===== src/rtl/regfile_write_port_pkg.sv =====
// ---------------------------------------------------------------------------
// regfile_write_port_pkg
// Shared constants and helpers for the register-file write side.
//   AW         : register address width
//   DW         : data width (array word width)
//   NREG       : number of architectural registers (2**AW)
//   onehot_dec : rd -> one-hot register enable; register 0 never decodes,
//                so the same helper also serves the array-side decoder
// ---------------------------------------------------------------------------
package regfile_write_port_pkg;

  localparam int AW   = 5;
  localparam int DW   = 32;
  localparam int NREG = 2 ** AW;

  // Register 0 is hard-wired, so it maps to an all-zero enable.
  function automatic logic [NREG-1:0] onehot_dec(input logic [AW-1:0] rd);
    onehot_dec = '0;
    if (rd != '0) onehot_dec[rd] = 1'b1;
  endfunction

endpackage


===== src/rtl/regfile_write_port_if.sv =====
// ---------------------------------------------------------------------------
// regfile_write_port_if
// Bundle between the writeback producer / array and the write port.
//   in_valid/in_ready/in_rd/in_data : writeback request handshake
//   hold                            : stall draining into the array
//   D/En                            : registered data bus and one-hot enables
//   busy                            : per-register pending-write mask
//   count                           : FIFO occupancy (output stage excluded)
// master = producer/array side, slave = write port.
// ---------------------------------------------------------------------------
interface regfile_write_port_if
  import regfile_write_port_pkg::*;
#(
  parameter int DEPTH = 2
);
  localparam int CW = $clog2(DEPTH + 1);

  logic            in_valid;
  logic            in_ready;
  logic [AW-1:0]   in_rd;
  logic [DW-1:0]   in_data;
  logic            hold;
  logic [DW-1:0]   D;
  logic [NREG-1:0] En;
  logic [NREG-1:0] busy;
  logic [CW-1:0]   count;

  modport master (
    output in_valid, in_rd, in_data, hold,
    input  in_ready, D, En, busy, count
  );

  modport slave (
    input  in_valid, in_rd, in_data, hold,
    output in_ready, D, En, busy, count
  );

endinterface


===== src/rtl/regfile_write_port_fifo.sv =====
// ---------------------------------------------------------------------------
// wp_fifo
// DEPTH-entry FIFO of (rd, data) write requests.
//   Clk, Clrn        : clock, synchronous active-low reset
//   i_push/i_rd/i_data : enqueue (caller guarantees not full)
//   i_pop            : dequeue head (caller guarantees not empty)
//   o_head_rd/o_head_data : current head entry
//   o_rds/o_valid    : every slot's rd plus an occupancy mask, so the
//                      owner can build a pending-write mask
//   o_count/o_full/o_empty : occupancy
// ---------------------------------------------------------------------------
module wp_fifo
  import regfile_write_port_pkg::*;
#(
  parameter int DEPTH = 2
) (
  input  logic                           Clk,
  input  logic                           Clrn,
  input  logic                           i_push,
  input  logic [AW-1:0]                  i_rd,
  input  logic [DW-1:0]                  i_data,
  input  logic                           i_pop,
  output logic [AW-1:0]                  o_head_rd,
  output logic [DW-1:0]                  o_head_data,
  output logic [DEPTH-1:0][AW-1:0]       o_rds,
  output logic [DEPTH-1:0]               o_valid,
  output logic [$clog2(DEPTH+1)-1:0]     o_count,
  output logic                           o_full,
  output logic                           o_empty
);
  localparam int PW = $clog2(DEPTH);
  localparam int CW = $clog2(DEPTH + 1);

  logic [AW-1:0] r_rd_mem   [DEPTH];
  logic [DW-1:0] r_data_mem [DEPTH];
  logic [PW-1:0] r_wr_ptr;
  logic [PW-1:0] r_rd_ptr;
  logic [CW-1:0] r_count;

  // Payload storage carries no reset; stale slots are masked by o_valid.
  always_ff @(posedge Clk) begin
    if (i_push) begin
      r_rd_mem[r_wr_ptr]   <= i_rd;
      r_data_mem[r_wr_ptr] <= i_data;
    end
  end

  // Pointers wrap naturally because DEPTH is a power of two.
  always_ff @(posedge Clk) begin
    if (!Clrn) begin
      r_wr_ptr <= '0;
      r_rd_ptr <= '0;
      r_count  <= '0;
    end else begin
      if (i_push) r_wr_ptr <= r_wr_ptr + 1'b1;
      if (i_pop)  r_rd_ptr <= r_rd_ptr + 1'b1;
      r_count <= r_count + CW'(i_push) - CW'(i_pop);
    end
  end

  // A slot is occupied when its distance from the read pointer is below count.
  genvar gi;
  generate
    for (gi = 0; gi < DEPTH; gi++) begin : g_slot
      logic [PW-1:0] w_off;
      assign w_off       = PW'(gi) - r_rd_ptr;
      assign o_valid[gi] = (CW'(w_off) < r_count);
      assign o_rds[gi]   = r_rd_mem[gi];
    end
  endgenerate

  assign o_head_rd   = r_rd_mem[r_rd_ptr];
  assign o_head_data = r_data_mem[r_rd_ptr];
  assign o_count     = r_count;
  assign o_full      = (r_count == CW'(DEPTH));
  assign o_empty     = (r_count == '0);

endmodule


===== src/rtl/regfile_write_port.sv =====
// ---------------------------------------------------------------------------
// regfile_write_port
// Write-side front end of the 32x32 register array. Buffers writeback
// requests, drains one per cycle into registered D/En, and publishes a
// pending-write mask (busy) for decode-stage hazard checks.
//   Clk  : clock
//   Clrn : synchronous active-low reset
//   bus  : regfile_write_port_if.slave (handshake, hold, D, En, busy, count)
// DEPTH must match the DEPTH of the connected interface instance.
// ---------------------------------------------------------------------------
module regfile_write_port
  import regfile_write_port_pkg::*;
#(
  parameter int DEPTH = 2
) (
  input  logic                 Clk,
  input  logic                 Clrn,
  regfile_write_port_if.slave  bus
);
  localparam int CW = $clog2(DEPTH + 1);

  logic                     w_accept;
  logic                     w_enq;
  logic                     w_pop;
  logic [AW-1:0]            w_head_rd;
  logic [DW-1:0]            w_head_data;
  logic [DEPTH-1:0][AW-1:0] w_rds;
  logic [DEPTH-1:0]         w_valid;
  logic [CW-1:0]            w_count;
  logic                     w_full;
  logic                     w_empty;
  logic [NREG-1:0]          w_busy_next;

  logic [DW-1:0]            r_D;
  logic [NREG-1:0]          r_En;
  logic [NREG-1:0]          r_busy;

  // in_ready depends only on registered occupancy and reset, never on hold.
  assign bus.in_ready = !w_full && Clrn;
  assign w_accept     = bus.in_valid && bus.in_ready;
  // Writes to register 0 complete the handshake but are discarded here.
  assign w_enq        = w_accept && (bus.in_rd != '0);
  assign w_pop        = Clrn && !bus.hold && !w_empty;

  wp_fifo #(
    .DEPTH (DEPTH)
  ) u_fifo (
    .Clk         (Clk),
    .Clrn        (Clrn),
    .i_push      (w_enq),
    .i_rd        (bus.in_rd),
    .i_data      (bus.in_data),
    .i_pop       (w_pop),
    .o_head_rd   (w_head_rd),
    .o_head_data (w_head_data),
    .o_rds       (w_rds),
    .o_valid     (w_valid),
    .o_count     (w_count),
    .o_full      (w_full),
    .o_empty     (w_empty)
  );

  // Post-edge pending set: every entry now queued either stays queued or
  // moves to the output stage, and the old output stage retires, so the
  // next mask is simply current entries plus any incoming request.
  always_comb begin
    w_busy_next = '0;
    for (int i = 0; i < DEPTH; i++) begin
      if (w_valid[i]) w_busy_next = w_busy_next | onehot_dec(w_rds[i]);
    end
    if (w_enq) w_busy_next = w_busy_next | onehot_dec(bus.in_rd);
  end

  always_ff @(posedge Clk) begin
    if (!Clrn) begin
      r_D    <= '0;
      r_En   <= '0;
      r_busy <= '0;
    end else begin
      if (w_pop) begin
        r_D  <= w_head_data;
        r_En <= onehot_dec(w_head_rd);
      end else begin
        r_En <= '0;
      end
      r_busy <= w_busy_next;
    end
  end

  assign bus.D     = r_D;
  assign bus.En    = r_En;
  assign bus.busy  = r_busy;
  assign bus.count = w_count;

  a_en_onehot : assert property (@(posedge Clk) disable iff (!Clrn)
    $onehot0(r_En) && !r_En[0] && !r_busy[0]);

endmodule


===== src/flat_wrapper.sv =====
// flat-port wrapper written by rule: the top's interface ports become plain ports
module regfile_write_port_flat import regfile_write_port_pkg::*;
#(
  parameter int DEPTH = 2
)
  (Clk, Clrn, bus_in_valid, bus_in_rd, bus_in_data, bus_hold, bus_in_ready, bus_D, bus_En, bus_busy, bus_count);
  regfile_write_port_if #(.DEPTH(DEPTH)) bus_i ();
  input  logic Clk;
  input  logic Clrn;
  input wire logic [$bits(bus_i.in_valid)-1:0] bus_in_valid;
  input wire logic [$bits(bus_i.in_rd)-1:0] bus_in_rd;
  input wire logic [$bits(bus_i.in_data)-1:0] bus_in_data;
  input wire logic [$bits(bus_i.hold)-1:0] bus_hold;
  output wire logic [$bits(bus_i.in_ready)-1:0] bus_in_ready;
  output wire logic [$bits(bus_i.D)-1:0] bus_D;
  output wire logic [$bits(bus_i.En)-1:0] bus_En;
  output wire logic [$bits(bus_i.busy)-1:0] bus_busy;
  output wire logic [$bits(bus_i.count)-1:0] bus_count;
  assign bus_i.in_valid = bus_in_valid;
  assign bus_i.in_rd = bus_in_rd;
  assign bus_i.in_data = bus_in_data;
  assign bus_i.hold = bus_hold;
  assign bus_in_ready = bus_i.in_ready;
  assign bus_D = bus_i.D;
  assign bus_En = bus_i.En;
  assign bus_busy = bus_i.busy;
  assign bus_count = bus_i.count;
  regfile_write_port #(.DEPTH(DEPTH)) u_core (.Clk(Clk), .Clrn(Clrn), .bus(bus_i));
endmodule

===== config.mk =====
export PLATFORM = sky130hd
export DESIGN_NAME = regfile_write_port_flat
export DESIGN_NICKNAME = d
export VERILOG_FILES = /design/src/rtl/regfile_write_port_pkg.sv /design/src/rtl/regfile_write_port_if.sv /design/src/rtl/regfile_write_port_fifo.sv /design/src/rtl/regfile_write_port.sv /design/src/flat_wrapper.sv
export SDC_FILE = /design/constraint.sdc
export NUM_CORES = 1
export LEC_CHECK = 0
export ABC_AREA = 1
export CELL_PAD_IN_SITES_DETAIL_PLACEMENT = 0
export CELL_PAD_IN_SITES_GLOBAL_PLACEMENT = 1
export CORE_MARGIN = 5
export CORE_UTILIZATION = 40
export CTS_CLUSTER_DIAMETER = 60
export DETAILED_ROUTE_END_ITERATION = 10
export PLACE_DENSITY_LB_ADDON = 0.1
export SYNTH_ARGS = -nofsm -noshare
export SYNTH_HDL_FRONTEND = slang
export SYNTH_SLANG_ARGS = --single-unit

===== constraint.sdc =====
create_clock -name Clk -period 6.9 [get_ports Clk]
set_input_delay 0.69 -clock Clk [delete_from_list [all_inputs] [get_ports Clk]]
set_output_delay 0.69 -clock Clk [all_outputs]
set_load 0.03 [all_outputs]

==> results_dict.tcl <==
set metrics [dict create \
    grt_pass1_vias 5368 \
    drt_drc_violations_left 0 \
    cp.arrival_ns 2.79 \
    finalClockSkew_ns 0.005074 \
    placed_cells 1081 \
    status "completed" \
    route.antenna.remaining_nets 0 \
    switching_share_pct 28.14 \
    vias_per_cell 4.751 \
    core.rowCount 47 \
    gr-total-overflow 0 \
    p_sw_uw 689.9 \
    intPower_mw 1.762 \
    synth_warnings 0 \
    critPathLaunch "Clrn" \
    numCtsBuffers 17 \
    rsz0062_at_grt "false" \
    r2r_cells 8 \
    worst_pin_slew_ns 1.198 \
    reg2reg_from "u_core.u_fifo.o_count[0]" \
    final_nets 923 \
    cts_setup_buffers 0 \
    relSlewSlack_pct 19.95 \
    hold_path_class "flip-flop to flip-flop" \
    grt_antenna_before_repair 0 \
    routed_wl_um 17130 \
    wire_per_inst_um 15.39 \
    p_clk_share_pct 38.6 \
    cts_num_sinks 175 \
    cp-start-kind "input port" \
    yosysTopAreaCell "edfxtp_1" \
    antenna_cells 0 \
    ioPinCount 140 \
    syn_area_um2 6689 \
    fin_crit_sh_pct 50.41 \
    syn2layout_area_growth_pct 32.21 \
    die-area_um2 19410 \
    syn_area_per_cell_um2 8.990 \
    fin_tns_setup_ns 0 \
    hold_buffers 0 \
    tritoncts "yes" \
    htree_levels 4 \
    finalHoldViolations 0 \
    drt_pass1_iterations 5 \
    drive_gt1_share_pct 6.383 \
    cts_root_buf "clkbuf_16" \
    io_buffers 139 \
    gp_congestion 0.8244 \
    ir_drop_v 0.0001787 \
    clk_path_buf_depth 2 \
    r2r_end "u_core.u_fifo.o_count[1]" \
    clk_pin_slew_ns 0.07 \
    powerDensity_nw_per_um2 277.2 \
    core_area_um2 16470 \
    r2r_slack_ns 4.09 \
    vias 5288 \
    fmax_mhz 287.5 \
    synthCells 744 \
    yosysTopAreaCellShare_pct 33.22 \
    drt_iter0_drc 419 \
    synth.area.top_cells "edfxtp_1, dfxtp_1, nor2_1" \
    cp.required_ns 6.21 \
    synth_cell_types 29 \
    end_kind "output pin" \
    grtUsageTotal_pct 17.84 \
    finalCriticalPeriod_ns 3.478 \
    power_frac_seq_pct 47.1 \
    cap_violations 0 \
    power_leakage_nw 3.317 \
    start_util_pct 40.62 \
    grt_max_degree 39 \
    setup_viol 0 \
    combPwrFrac_pct 14.3 \
    grt_first_pass_wirelength_um 27530 \
    finalCoreUtilization_pct 53.71 \
    fin_cells 1113 \
    die_h_um 139.3 \
    crit_type "input port to output pin" \
    die_w_um 139.3 \
    crit_path_end "bus_in_ready" \
    hpwl_um 12030 \
    worstPathMaxFanout 37 \
    cts_resized 0 \
    insertion_delay_ns 0.43 \
    slew_violations 0 \
    yosysSeqAreaShare_pct 63.45 \
    ys_seq_elements 175 \
]
==> cell usage in the layout (no fill, tap or decap), drive strengths merged, types with 3 or more instances in the layout <==
cell type      count
nand3             50
clkinv             4
edfxtp            74
nor3               7
clkbuf            20
nor2             209
dfxtp            101
nand4              3
o21ai             47
inv               53
a21oi             26
clkdlybuf4s50    139
nand2            152
==> metrics by stage <==
step | area, µm² | total power [mW] | setup slack, ns | hold slack [ns]
after CTS | 8843 | 2.476 | 3.431 | 0.4877
after global routing | 8843 | 2.567 | 3.315 | 0.5194
after global placement | 8249 | 1.525 | 3.138 | 0.4675
after floorplan | 6693 | 1.398 | 3.823 | 0.4756
after detailed placement | 8249 | 1.531 | 3.044 | 0.4715
final | 8843 | 2.452 | 3.422 | 0.4825
==> cells by family (layout without fill, tap and decap cells) <==
logic type / Yosys count / after routing / synth area share [%]
AND/OR/NAND/NOR: 421 / 421 / 25.51
flip-flops: 175 / 175 / 63.45
AO/OA/AOI/OAI: 73 / 73 / 5.743
buffers and inverters: 71 / 219 / 4.732
adder cells (fa/ha/maj): 2 / 2 / 0.3741
other: 1 / 2 / 0.05606
XOR/XNOR: 1 / 1 / 0.1310
==> synthesized netlist by cell type (all sizes together) <==
cell type	number
nor2	209
nand2	152
dfxtp	101
edfxtp	74
nand3	50
o21ai	47
inv	45
a21oi	26
clkbuf	14
buf	11
nor3	7
nand4	3
ha	2
clkinv	1
conb	1
xnor2	1
==> flip-flops by register name, indices dropped and copies added (netlist names), named ones only <==
signal                    cells
u_core.bus.busy              32
u_core.bus.D                 32
u_core.u_fifo.r_wr_ptr        1
u_core.u_fifo.r_data_mem     64
u_core.bus.En                32
u_core.u_fifo.r_rd_mem       10
u_core.u_fifo.r_rd_ptr        1
u_core.u_fifo.o_count         2
==> layer usage <==
metal / up-vias / global-route usage, % / routed length [µm]
met1: 2422 / 21.22 / 7237
met4: 0 / 5.716 / 291
met3: 26 / 5.523 / 1099
met2: 163 / 30.89 / 8502
li1: 2677 / - / -
met5: - / 0 / 0
==> power by group through the flow <==
stage	sequential (mW)	combinational (mW)	clock [mW]
floorplan	1.22	0.177	0
detailed placement	1.18	0.353	0
finish	1.15	0.350	0.947
global route	1.16	0.387	1.02
global placement	1.18	0.348	0
CTS	1.16	0.354	0.966
==> worst max-delay path, stage by stage <==
cell and delay (ns):
clkdlybuf4s50_1 0.45, buf_4 0.35, inv_4 0.23, a21oi_1 0.29, clkdlybuf4s50_1 0.77
==> how the worst min path moves through the flow <==
stage / endpoint / cells after the start / start / slack, ns
floorplan: u_core.u_fifo.r_wr_ptr / 2 / u_core.u_fifo.r_wr_ptr / 0.48
global placement: u_core.bus.D[7] / 2 / u_core.bus.D[7] / 0.47
detailed placement: u_core.bus.D[30] / 2 / u_core.bus.D[30] / 0.47
CTS: u_core.bus.D[30] / 2 / u_core.bus.D[30] / 0.49
global route: u_core.bus.D[11] / 2 / u_core.bus.D[11] / 0.52
finish: u_core.bus.D[30] / 2 / u_core.bus.D[30] / 0.48
==> area by class of cell <==
type,count,area [µm²]
fill,1494,7622
sequential,175,4244
multi-input combinational,499,2147
timing repair buffer,141,1406
clock buffer,20,478.0
tap,220,275.3
inverter,46,176.4
clock inverter,12,116.4
Note: power is estimated with default switching activity, not from simulation.
